===== config.mk =====
export PLATFORM = sky130hd
export DESIGN_NAME = imem_arbiter
export DESIGN_NICKNAME = d
export VERILOG_FILES = /design/src/rtl/imem_arbiter.sv
export SDC_FILE = /design/constraint.sdc
export NUM_CORES = 1
export LEC_CHECK = 0
export BUFFER_PORTS_ARGS = -buffer_cell sky130_fd_sc_hd__buf_4
export CORE_UTILIZATION = 44
export CTS_CLUSTER_DIAMETER = 80
export CTS_CLUSTER_SIZE = 12
export DETAILED_ROUTE_END_ITERATION = 6
export PLACE_DENSITY = 0.82
export SYNTH_ARGS = -nofsm -noshare
export SYNTH_HDL_FRONTEND = slang
export SYNTH_SLANG_ARGS = --single-unit

===== constraint.sdc =====
create_clock -name clk -period 2.75 [get_ports clk]
set_clock_uncertainty 0.1 [all_clocks]
set_input_delay 0.4125 -clock clk [delete_from_list [all_inputs] [get_ports clk]]
set_output_delay 0.4125 -clock clk [all_outputs]
set_load 0.02 [all_outputs]

===== src/rtl/imem_arbiter.sv =====
// Instruction ROM arbiter: shares one combinational ROM between the fetch path
// and a debug read port, with fetch priority, starvation bound and debug lock.
module imem_arbiter #(
  parameter int          DEPTH    = 23,
  parameter int          MAX_WAIT = 4,
  parameter logic [31:0] NOP_WORD = 32'h0000_0000
) (
  input  logic        clk,
  input  logic        reset,
  input  logic        f_req,
  input  logic [30:0] f_addr,
  output logic        f_gnt,
  output logic        f_rvalid,
  output logic [31:0] f_rdata,
  input  logic        d_req,
  input  logic [30:0] d_addr,
  input  logic        d_lock,
  output logic        d_gnt,
  output logic        d_rvalid,
  output logic [31:0] d_rdata,
  output logic        d_err,
  output logic [30:0] mem_addr,
  input  logic [31:0] mem_rdata,
  output logic [1:0]  fsm_state
);

  // Handshake: a requester holds req and addr stable until it sees gnt in the
  // same cycle; each gnt yields exactly one rvalid pulse on the following cycle.

  typedef enum logic [1:0] {
    IDLE  = 2'd0,
    FETCH = 2'd1,
    DEBUG = 2'd2,
    DLOCK = 2'd3
  } state_t;

  localparam logic [3:0] MAXW    = 4'(MAX_WAIT);
  localparam logic [8:0] DEPTH_W = 9'(DEPTH);

  state_t      state_q, state_d;
  logic [3:0]  starve_q, starve_d;
  logic        oor;
  logic [31:0] word;

  assign fsm_state = state_q;

  always_comb begin
    d_gnt    = 1'b0;
    f_gnt    = 1'b0;
    mem_addr = '0;
    state_d  = state_q;
    starve_d = starve_q;

    // Grants are forced low while reset is asserted.
    if (reset) begin
      d_gnt = d_req && (state_q == DLOCK || !f_req || starve_q == MAXW);
      f_gnt = f_req && !d_gnt;
    end

    if (d_gnt)      mem_addr = d_addr;
    else if (f_gnt) mem_addr = f_addr;

    if (state_q == DLOCK) begin
      if (d_lock && d_req) state_d = DLOCK;
      else if (f_req)      state_d = FETCH;
      else                 state_d = IDLE;
    end else if (d_gnt && d_lock) begin
      state_d = DLOCK;
    end else if (d_gnt) begin
      state_d = DEBUG;
    end else if (f_gnt) begin
      state_d = FETCH;
    end else begin
      state_d = IDLE;
    end

    if (d_gnt || !d_req)                   starve_d = 4'd0;
    else if (f_gnt && starve_q != MAXW)    starve_d = starve_q + 4'd1;
  end

  // The ROM word index is bits [9:2]; anything at or past DEPTH reads as NOP.
  assign oor  = {1'b0, mem_addr[9:2]} >= DEPTH_W;
  assign word = oor ? NOP_WORD : mem_rdata;

  always_ff @(posedge clk or negedge reset) begin
    if (!reset) begin
      state_q  <= IDLE;
      starve_q <= 4'd0;
    end else begin
      state_q  <= state_d;
      starve_q <= starve_d;
    end
  end

  always_ff @(posedge clk or negedge reset) begin
    if (!reset) begin
      f_rvalid <= 1'b0;
      f_rdata  <= '0;
      d_rvalid <= 1'b0;
      d_rdata  <= '0;
      d_err    <= 1'b0;
    end else begin
      f_rvalid <= f_gnt;
      d_rvalid <= d_gnt;
      d_err    <= d_gnt && oor;
      if (f_gnt) f_rdata <= word;
      if (d_gnt) d_rdata <= word;
    end
  end

endmodule


[Word-level counts from Yosys, hierarchy flattened]
Cells that the tools add are included.
Cells by class
  equal/unequal tests: 3
  mux-type cells: 13
  $lt $le $gt $ge: 1
  reductions and logical operators: 13
  add/sub/neg operators: 1
Operator list (number)
  31-bit 2-to-1 mux: 2
  32-bit 2-to-1 mux: 1
  8-bit by 5-bit >= comparator with 1-bit output (second input constant): 1
  2-bit 2-to-1 mux: 4
  4-bit 2-to-1 mux: 2
  1-bit logical AND: 6
  4-bit by 1-bit adder with 4-bit output (second input constant): 1
  4-bit by 3-bit == test with 1-bit output (second input constant): 1
  1-bit 2-to-1 mux: 4
  4-bit by 3-bit != test with 1-bit output (second input constant): 1
  1-bit logical NOT: 3
  1-bit logical OR: 3
  2-bit == test (second input constant): 1
  2-bit nonzero test: 1
Storage, ports and cells
  output and inout bits: 102
  flip-flop bits (word level): 73

[Depth between registers and ports, before layout]
Gate-level depths: netlist of run 1.
  depth after elaboration: 11
  depth in mapped cells: 10

[Least setup slack after synthesis of run 1]
No wires, ideal clock.
  path kind: register -> output
  start: register starve_q[0]
  end: output port mem_addr[21]
  cell stages (with the launch flop): 9
  arrival time: 1.974 ns
  setup slack: 0.263 ns
  cells stage by stage: dfrtp_1 > inv_1 > ha_1 > nand4b_2 > nand4_4 > inv_2 > buf_4 > clkbuf_1 > a22o_1
On the way
  longest elaborated chain between the ends: 8
  elaborated cells between the ends (all ways): 9
RTL lines
  start: declaration: RTL line 41  | logic [3:0] starve_q, starve_d;
  start signal: assignment: RTL line 91  | starve_q <= starve_d;
  4-bit by 3-bit == test with 1-bit output: RTL line 56  | d_gnt = d_req && (state_q == DLOCK || !f_req || starve_q == MAXW);
  1-bit logical OR: RTL line 56
  1-bit logical AND: RTL line 56
  1-bit logical NOT: RTL line 57  | f_gnt = f_req && !d_gnt;
  1-bit logical AND: RTL line 57
  1-bit 2-to-1 mux: RTL line 55  | if (reset) begin
  net f_gnt: RTL line 12  | output logic f_gnt,
  31-bit 2-to-1 mux: RTL line 61  | else if (f_gnt) mem_addr = f_addr;
  31-bit 2-to-1 mux: RTL line 60  | if (d_gnt) mem_addr = d_addr;
  end: declaration: RTL line 22  | output logic [30:0] mem_addr,
The timed path passes the listed nets, and every way through them passes these cells.

[Worst setup path in the final report of run 1]
  start: register starve_q[0]
  end: output port mem_addr[30]
On the way
  longest elaborated chain between the ends: 8
  elaborated cells between the ends (all ways): 9
RTL lines (RTL line)
  4-bit by 3-bit == test with 1-bit output (*): 56
  1-bit logical OR (*): 56
  1-bit logical AND (*): 56
  1-bit logical NOT: 57
  1-bit logical AND: 57
  1-bit 2-to-1 mux: 55
  31-bit 2-to-1 mux: 61
  31-bit 2-to-1 mux (*): 60
Every way passes the cells marked *; elsewhere a longest branch is shown, timed or not.

==> results of run 1 <==
## cell families after synthesis
family,count (synthesis),share of synthesized area [%]
AO/OA/AOI/OAI,113,27.8
AND/OR/NAND/NOR,102,14.4
flip-flops,73,51.0
buffers and inverters,31,5.52
XOR/XNOR,2,0.489
adder cells (fa/ha/maj),2,0.699
## cell type report
class                   count  area, sq um  share of cell area, %
inverters                   4         20.0                  0.370
clock inverters             6         90.1                   1.66
flip-flops and latches     73         1830                   33.7
clock buffers              10          138                   2.54
multi-input cells         219         1570                   29.1
repair buffers            214         1640                   30.3
well taps                 102          128                   2.36
## placed cells by master (no fill, tap or decap), types with 2 or more instances in the layout
cell       Yosys  routed
buf_12         1       2
o21ai_0        4       4
buf_4          2     210
nand3_1       39      39
nand2_1       43      43
clkbuf_8       0      10
inv_1          2       2
nand4_1        2       2
bufinv_16      0       2
inv_6          0       2
a22o_1        56      56
a21oi_1        5       5
a21boi_0       4       4
and3_1         2       2
o21ai_2       31      31
nor2_1         4       4
dfrtp_1       73      73
o21ai_1        2       2
## registers in the layout, indices dropped and copies added, names as in the netlist
signal,flops
d_rdata,32
f_rdata,32
starve_q,4
fsm_state,2
d_err,1
d_rvalid,1
f_rvalid,1
## metal layers
| layer | vias up | track usage (%) |
|---|---|---|
| met4 | 0 | 10.2 |
| met5 | - | 0 |
| met3 | 17 | 4.73 |
| met1 | 1690 | 33.0 |
| met2 | 161 | 48.4 |
| li1 | 1592 | - |
## synthesized netlist by cell type (4+ instances only)
cell,n
buf_2,4
nor2_1,4
a21boi_0,4
a22o_1,56
a21oi_1,5
nand3_1,39
clkbuf_1,13
buf_6,7
o21ai_2,31
o21ai_0,4
nand2_1,43
dfrtp_1,73
## per-stage QoR
stage | area (sq um) | hold WS [ns] | util (%) | setup TNS [ns] | worst slack [ns]
global route | 5410 | 0.182 | 69.3 | -0.0357 | -0.0155
floorplan | 3580 | 0.0169 | - | 0 | 0.263
CTS | 5380 | 0.187 | 68.9 | 0 | 0.0243
detailed placement | 5130 | 0.207 | 65.7 | 0 | 0.229
finish | 5410 | 0.198 | 69.3 | 0 | 0.0981
global placement | 5130 | 0.203 | 65.7 | 0 | 0.248
## power by group
part / switching (W) / leakage (nW) / internal [W]
clock network: 0.000411 / 0.113 / 0.000539
logic: 0.000328 / 1.62 / 0.000286
registers: 0.0000404 / 1.00 / 0.00113
## how the worst max path moves through the flow
stage,start,endpoint,slack (ns),depth (start not counted)
after global routing,starve_q[0]$_DFFE_PN0P_,mem_addr[30],-0.02,9
after global placement,starve_q[0]$_DFFE_PN0P_,mem_addr[14],0.25,9
after detailed placement,starve_q[0]$_DFFE_PN0P_,mem_addr[14],0.23,9
after floorplan,starve_q[0]$_DFFE_PN0P_,mem_addr[21],0.26,8
final,starve_q[0]$_DFFE_PN0P_,mem_addr[30],0.1,9
after CTS,starve_q[0]$_DFFE_PN0P_,mem_addr[0],0.02,8
## what timing repair did
item	CTS	global route
buffers inserted	1	2
pin swaps	1	1
hold buffers	1	0
endpoints found under the hold margin	9	0
cloned	0	0
setup endpoints to repair	20	24
gates resized for setup	1	4
==> impl_metrics.env, run 1 <==
export IMPL_status="finished clean"
export IMPL_cp_arrival_ns=2.14
export IMPL_clock_latency_ns=0.33
export IMPL_drt_iter0_drc=142
export IMPL_hp_start="mem_rdata[29]"
export IMPL_root_buffer="clkbuf_8"
export IMPL_grt_ovfl_total=0
export IMPL_diodes=0
export IMPL_die_w_um=92.2
export IMPL_cts_tree="yes"
export IMPL_cts_max_level=3
export IMPL_cp_required_ns=2.24
export IMPL_p_leak_nw=2.73
export IMPL_final_max_slew_violation_count=0
export IMPL_critPathTopFamily="buffers and inverters"
export IMPL_synthTopCellsByArea="dfrtp_1, a22o_1, o21ai_2"
export IMPL_drive_gt1_share_pct=52.7
export IMPL_ios=201
export IMPL_cpPeakStageDelay_ns=0.42
export IMPL_vias=3460
export IMPL_worstMarginPinSlew_ns=0.898
export IMPL_power_density_nw_per_um2=506
export IMPL_place_inst=608
export IMPL_gp_congestion=0.920
export IMPL_power_w=0.00274
export IMPL_wl_met3_um=655
export IMPL_critPathKind="flip-flop to output pin"
export IMPL_wirelength_um=11500
export IMPL_clk_pin_slew_ns=0.08
export IMPL_yosysTopAreaCell="dfrtp_1"
export IMPL_whs_endpoint="f_rdata[29]$_DFFE_PN0N_"
export IMPL_drc=0
export IMPL_synth_nets=424
export IMPL_rrSetupSlack_ns=0.31
export IMPL_end_kind="output pin"
export IMPL_ys_types=44
export IMPL_r2r_end="f_rdata[28]$_DFFE_PN0N_"
export IMPL_antenna_found_initial=0
export IMPL_top_layer="met4"
export IMPL_via_per_inst=5.51
export IMPL_grt_pass1_wl_um=17800
export IMPL_wl_met2_um=6070
export IMPL_yosys_register_bits=73
export IMPL_io_buffer_count=200
export IMPL_maxCapViolCount=0
export IMPL_drt_pass1_iter_count=4
export IMPL_grt_max_degree=66
export IMPL_syn_area_sq_um=3580
export IMPL_syn_to_final_growth_pct=51.2
export IMPL_crit_fanout=20
export IMPL_fillers=593
export IMPL_ir_drop_mv=0.316
export IMPL_hold_viol_final=0
export IMPL_worstHoldPathCells=2
export IMPL_rows=32
export IMPL_timing_rr_start="starve_q[0]$_DFFE_PN0P_"
export IMPL_fin_crit_sh_pct=96.4
export IMPL_antenna_left=0
export IMPL_clockBufferDepth=2
export IMPL_slowest_stage="dfrtp_1"
export IMPL_netlist_instances=323
export IMPL_yosys_warnings=0
export IMPL_synth_top_area_share_pct=51.0
export IMPL_path_buf_inv=4
export IMPL_async_flop_share_pct=100
export IMPL_path_cells="inv_1 > ha_2 > nand3b_1 > a21boi_2 > nand2_2 > inv_6 > buf_12 > a22o_1 > buf_4"
export IMPL_start_kind="flip-flop"
export IMPL_finalSetupViolations=0
export IMPL_gr_usage_all_layers_pct=27.3
export IMPL_die_area_sq_um=8500
export IMPL_routedWlPerCell_um=18.2
export IMPL_fin_crit_ns=2.65
export IMPL_avgSynthCellArea_sq_um=11.1
export IMPL_relSlewSlack_pct=40.1
export IMPL_final_cell_count_no_fill=628
export IMPL_hold_class="input port to flip-flop"
export IMPL_max_freq_mhz=377
export IMPL_grt_pass1_vias=3524
export IMPL_die_h_um=92.2
export IMPL_synth_edf_count=0
export IMPL_start_util_pct=45.9
export IMPL_ys_flop_type="dfrtp_1"
export IMPL_design_core_area_sq_um=7810
export IMPL_seq_area_frac_synth_pct=51.0
export IMPL_wl_met1_um=4480
export IMPL_dp_hpwl_um=8330
export IMPL_layout_nets=622
export IMPL_r2r_cells=7
export IMPL_cts_buffers=9
export IMPL_cts_sinks=73
(Power assumes the default switching activity.)
==> run 2, diff against run 1 <==
- BUFFER_PORTS_ARGS: -buffer_cell sky130_fd_sc_hd__buf_4 -> not set
- CORE_UTILIZATION: 44 -> 50
- DONT_BUFFER_PORTS: not set -> 1
- PLACE_DENSITY: 0.82 -> 0.67
==> run 2 against run 1 <==
Net effect: largest cell class unchanged; largest power group unchanged; final cell count decreased by 32%; register-to-register slack got worse by 0.06 ns; critical path type unchanged; critical endpoint unchanged; highest routed layer unchanged; die area fell by 12%.
==> impl_metrics.env, run 2 (same netlist as run 1, synthesis figures left out) <==
export IMPL_status="finished clean"
export IMPL_hold_class="input port to flip-flop"
export IMPL_r2r_end="f_rdata[29]$_DFFE_PN0N_"
export IMPL_critPathKind="flip-flop to output pin"
export IMPL_rrSetupSlack_ns=0.25
export IMPL_pwr_share_comb_pct=12.1
export IMPL_cts_max_level=3
export IMPL_start_util_pct=52.1
export IMPL_rows=30
export IMPL_reg_top3="d_rdata x32, f_rdata x32, starve_q x4"
export IMPL_drive_gt1_share_pct=25.4
export IMPL_max_freq_mhz=375
export IMPL_dp_hpwl_um=6280
export IMPL_vias=2695
export IMPL_seq_power_share_pct=54.4
export IMPL_worstMarginPinSlew_ns=0.938
export IMPL_worstHoldPathCells=1
export IMPL_fin_crit_ns=2.66
export IMPL_whs_endpoint="f_rdata[10]$_DFFE_PN0N_"
export IMPL_grt_pass1_vias=2576
export IMPL_cp_required_ns=2.24
export IMPL_p_int_w=0.00159
export IMPL_cp_arrival_ns=2.15
export IMPL_fin_crit_sh_pct=96.9
export IMPL_routedWlPerCell_um=21.9
export IMPL_drt_iter0_drc=161
export IMPL_cts_sinks=73
export IMPL_power_density_nw_per_um2=582
export IMPL_power_switching_w=0.000712
export IMPL_root_buffer="clkbuf_8"
export IMPL_grt_max_degree=74
export IMPL_grt_pass1_wl_um=14200
export IMPL_io_buffer_count=0
export IMPL_clockBufferDepth=2
export IMPL_start_kind="flip-flop"
export IMPL_fin_setup_tns_ns=0
export IMPL_p_leak_nw=1.75
export IMPL_grt_ovfl_total=0
export IMPL_cts_tree="yes"
export IMPL_antenna_left=0
export IMPL_die_area_sq_um=7500
export IMPL_via_per_inst=6.27
export IMPL_ir_drop_mv=0.328
export IMPL_gr_usage_all_layers_pct=25.3
export IMPL_final_common_cell="dfrtp_1"
export IMPL_final_cell_mix="dfrtp_1, a22o_1, nand2_1, nand3_1, o21ai_2"
export IMPL_drc=0
export IMPL_r2r_cells=7
export IMPL_finalSetupViolations=0
export IMPL_switching_share_pct=30.9
export IMPL_final_max_slew_violation_count=0
export IMPL_drt_pass1_iter_count=5
export IMPL_power_w=0.00230
export IMPL_clk_pin_slew_ns=0.08
export IMPL_layout_nets=430
export IMPL_die_w_um=86.6
export IMPL_timing_rr_start="starve_q[0]$_DFFE_PN0P_"
export IMPL_crit_fanout=17
export IMPL_design_core_area_sq_um=6870
export IMPL_maxCapViolCount=0
export IMPL_clock_latency_ns=0.34
export IMPL_cts_buffers=9
export IMPL_relSlewSlack_pct=37.5
export IMPL_gp_congestion=0.854
export IMPL_syn_to_final_growth_pct=10.4
export IMPL_hp_start="mem_rdata[10]"
export IMPL_die_h_um=86.6
export IMPL_diodes=0
export IMPL_antenna_found_initial=0
export IMPL_ios=201
export IMPL_end_kind="output pin"
export IMPL_clockPowerShare_pct=33.5
export IMPL_wirelength_um=9430
export IMPL_hold_viol_final=0
## run 2: area by class of cell
class	count	area (sq um)
Timing Repair Buffer	22	230
Clock buffer	10	138
Tap cell	96	120
Inverter	4	17.5
Sequential cell	73	1830
Clock inverter	6	42.5
Multi-Input combinational cell	219	1580
Fill cell	608	2910
## run 2: power by group through the flow
stage	registers [W]	logic [W]	clock network (W)
4_1_cts	0.00125	0.000275	0.000790
6_report	0.00125	0.000278	0.000770
2_1_floorplan	0.00126	0.000214	0
5_1_grt	0.00126	0.000303	0.000847
3_3_place_gp	0.00127	0.000238	0
3_5_place_dp	0.00127	0.000243	0
## run 2: critical path, cell delays in order, from the launching register on
cell and delay, ns:
dfrtp_1 0.43, inv_1 0.09, ha_2 0.23, nand3b_1 0.17, a21boi_4 0.23, nand2_2 0.09, inv_4 0.10, buf_12 0.15
a22o_1 0.16, buf_4 0.15
## run 2: worst max path at each step
stage | start | endpoint | slack, ns | cells past startpoint
global route | starve_q[0]$_DFFE_PN0P_ | mem_addr[30] | -0.03 | 9
floorplan | starve_q[0]$_DFFE_PN0P_ | mem_addr[21] | 0.26 | 8
global placement | starve_q[0]$_DFFE_PN0P_ | mem_addr[30] | 0.18 | 9
finish | starve_q[0]$_DFFE_PN0P_ | mem_addr[30] | 0.09 | 9
detailed placement | starve_q[0]$_DFFE_PN0P_ | mem_addr[30] | 0.17 | 9
CTS | starve_q[0]$_DFFE_PN0P_ | mem_addr[30] | 0.003 | 9
## run 2: metal layers
metal	routed length, um	GRT usage, %
met1	3620	29.9
met2	4900	42.7
met3	798	10.2
met4	121	6.67
met5	0	0
## run 2: metrics by stage
| stage | hold WS [ns] | cell area [sq um] | utilization (%) | worst slack [ns] | instances |
|---|---|---|---|---|---|
| 5_1_grt | 0.0653 | 3960 | 57.6 | -0.0278 | 430 |
| 6_report | 0.0947 | 3960 | 57.6 | 0.0853 | 430 |
| 3_3_place_gp | 0.0194 | 3660 | 53.2 | 0.183 | 408 |
| 3_5_place_dp | 0.0191 | 3660 | 53.2 | 0.169 | 408 |
| 2_1_floorplan | 0.0169 | 3580 | - | 0.263 | 323 |
| 4_1_cts | 0.0782 | 3910 | 57.0 | 0.00308 | 428 |
## run 2: repair_timing
action / CTS / global route
hold buffers: 2 / 0
gates resized for setup: 4 / 3
buffers inserted: 2 / 1
gates cloned: 0 / 1
pin swaps: 1 / 0
setup endpoints to repair: 26 / 27
endpoints found under the hold margin: 73 / 0
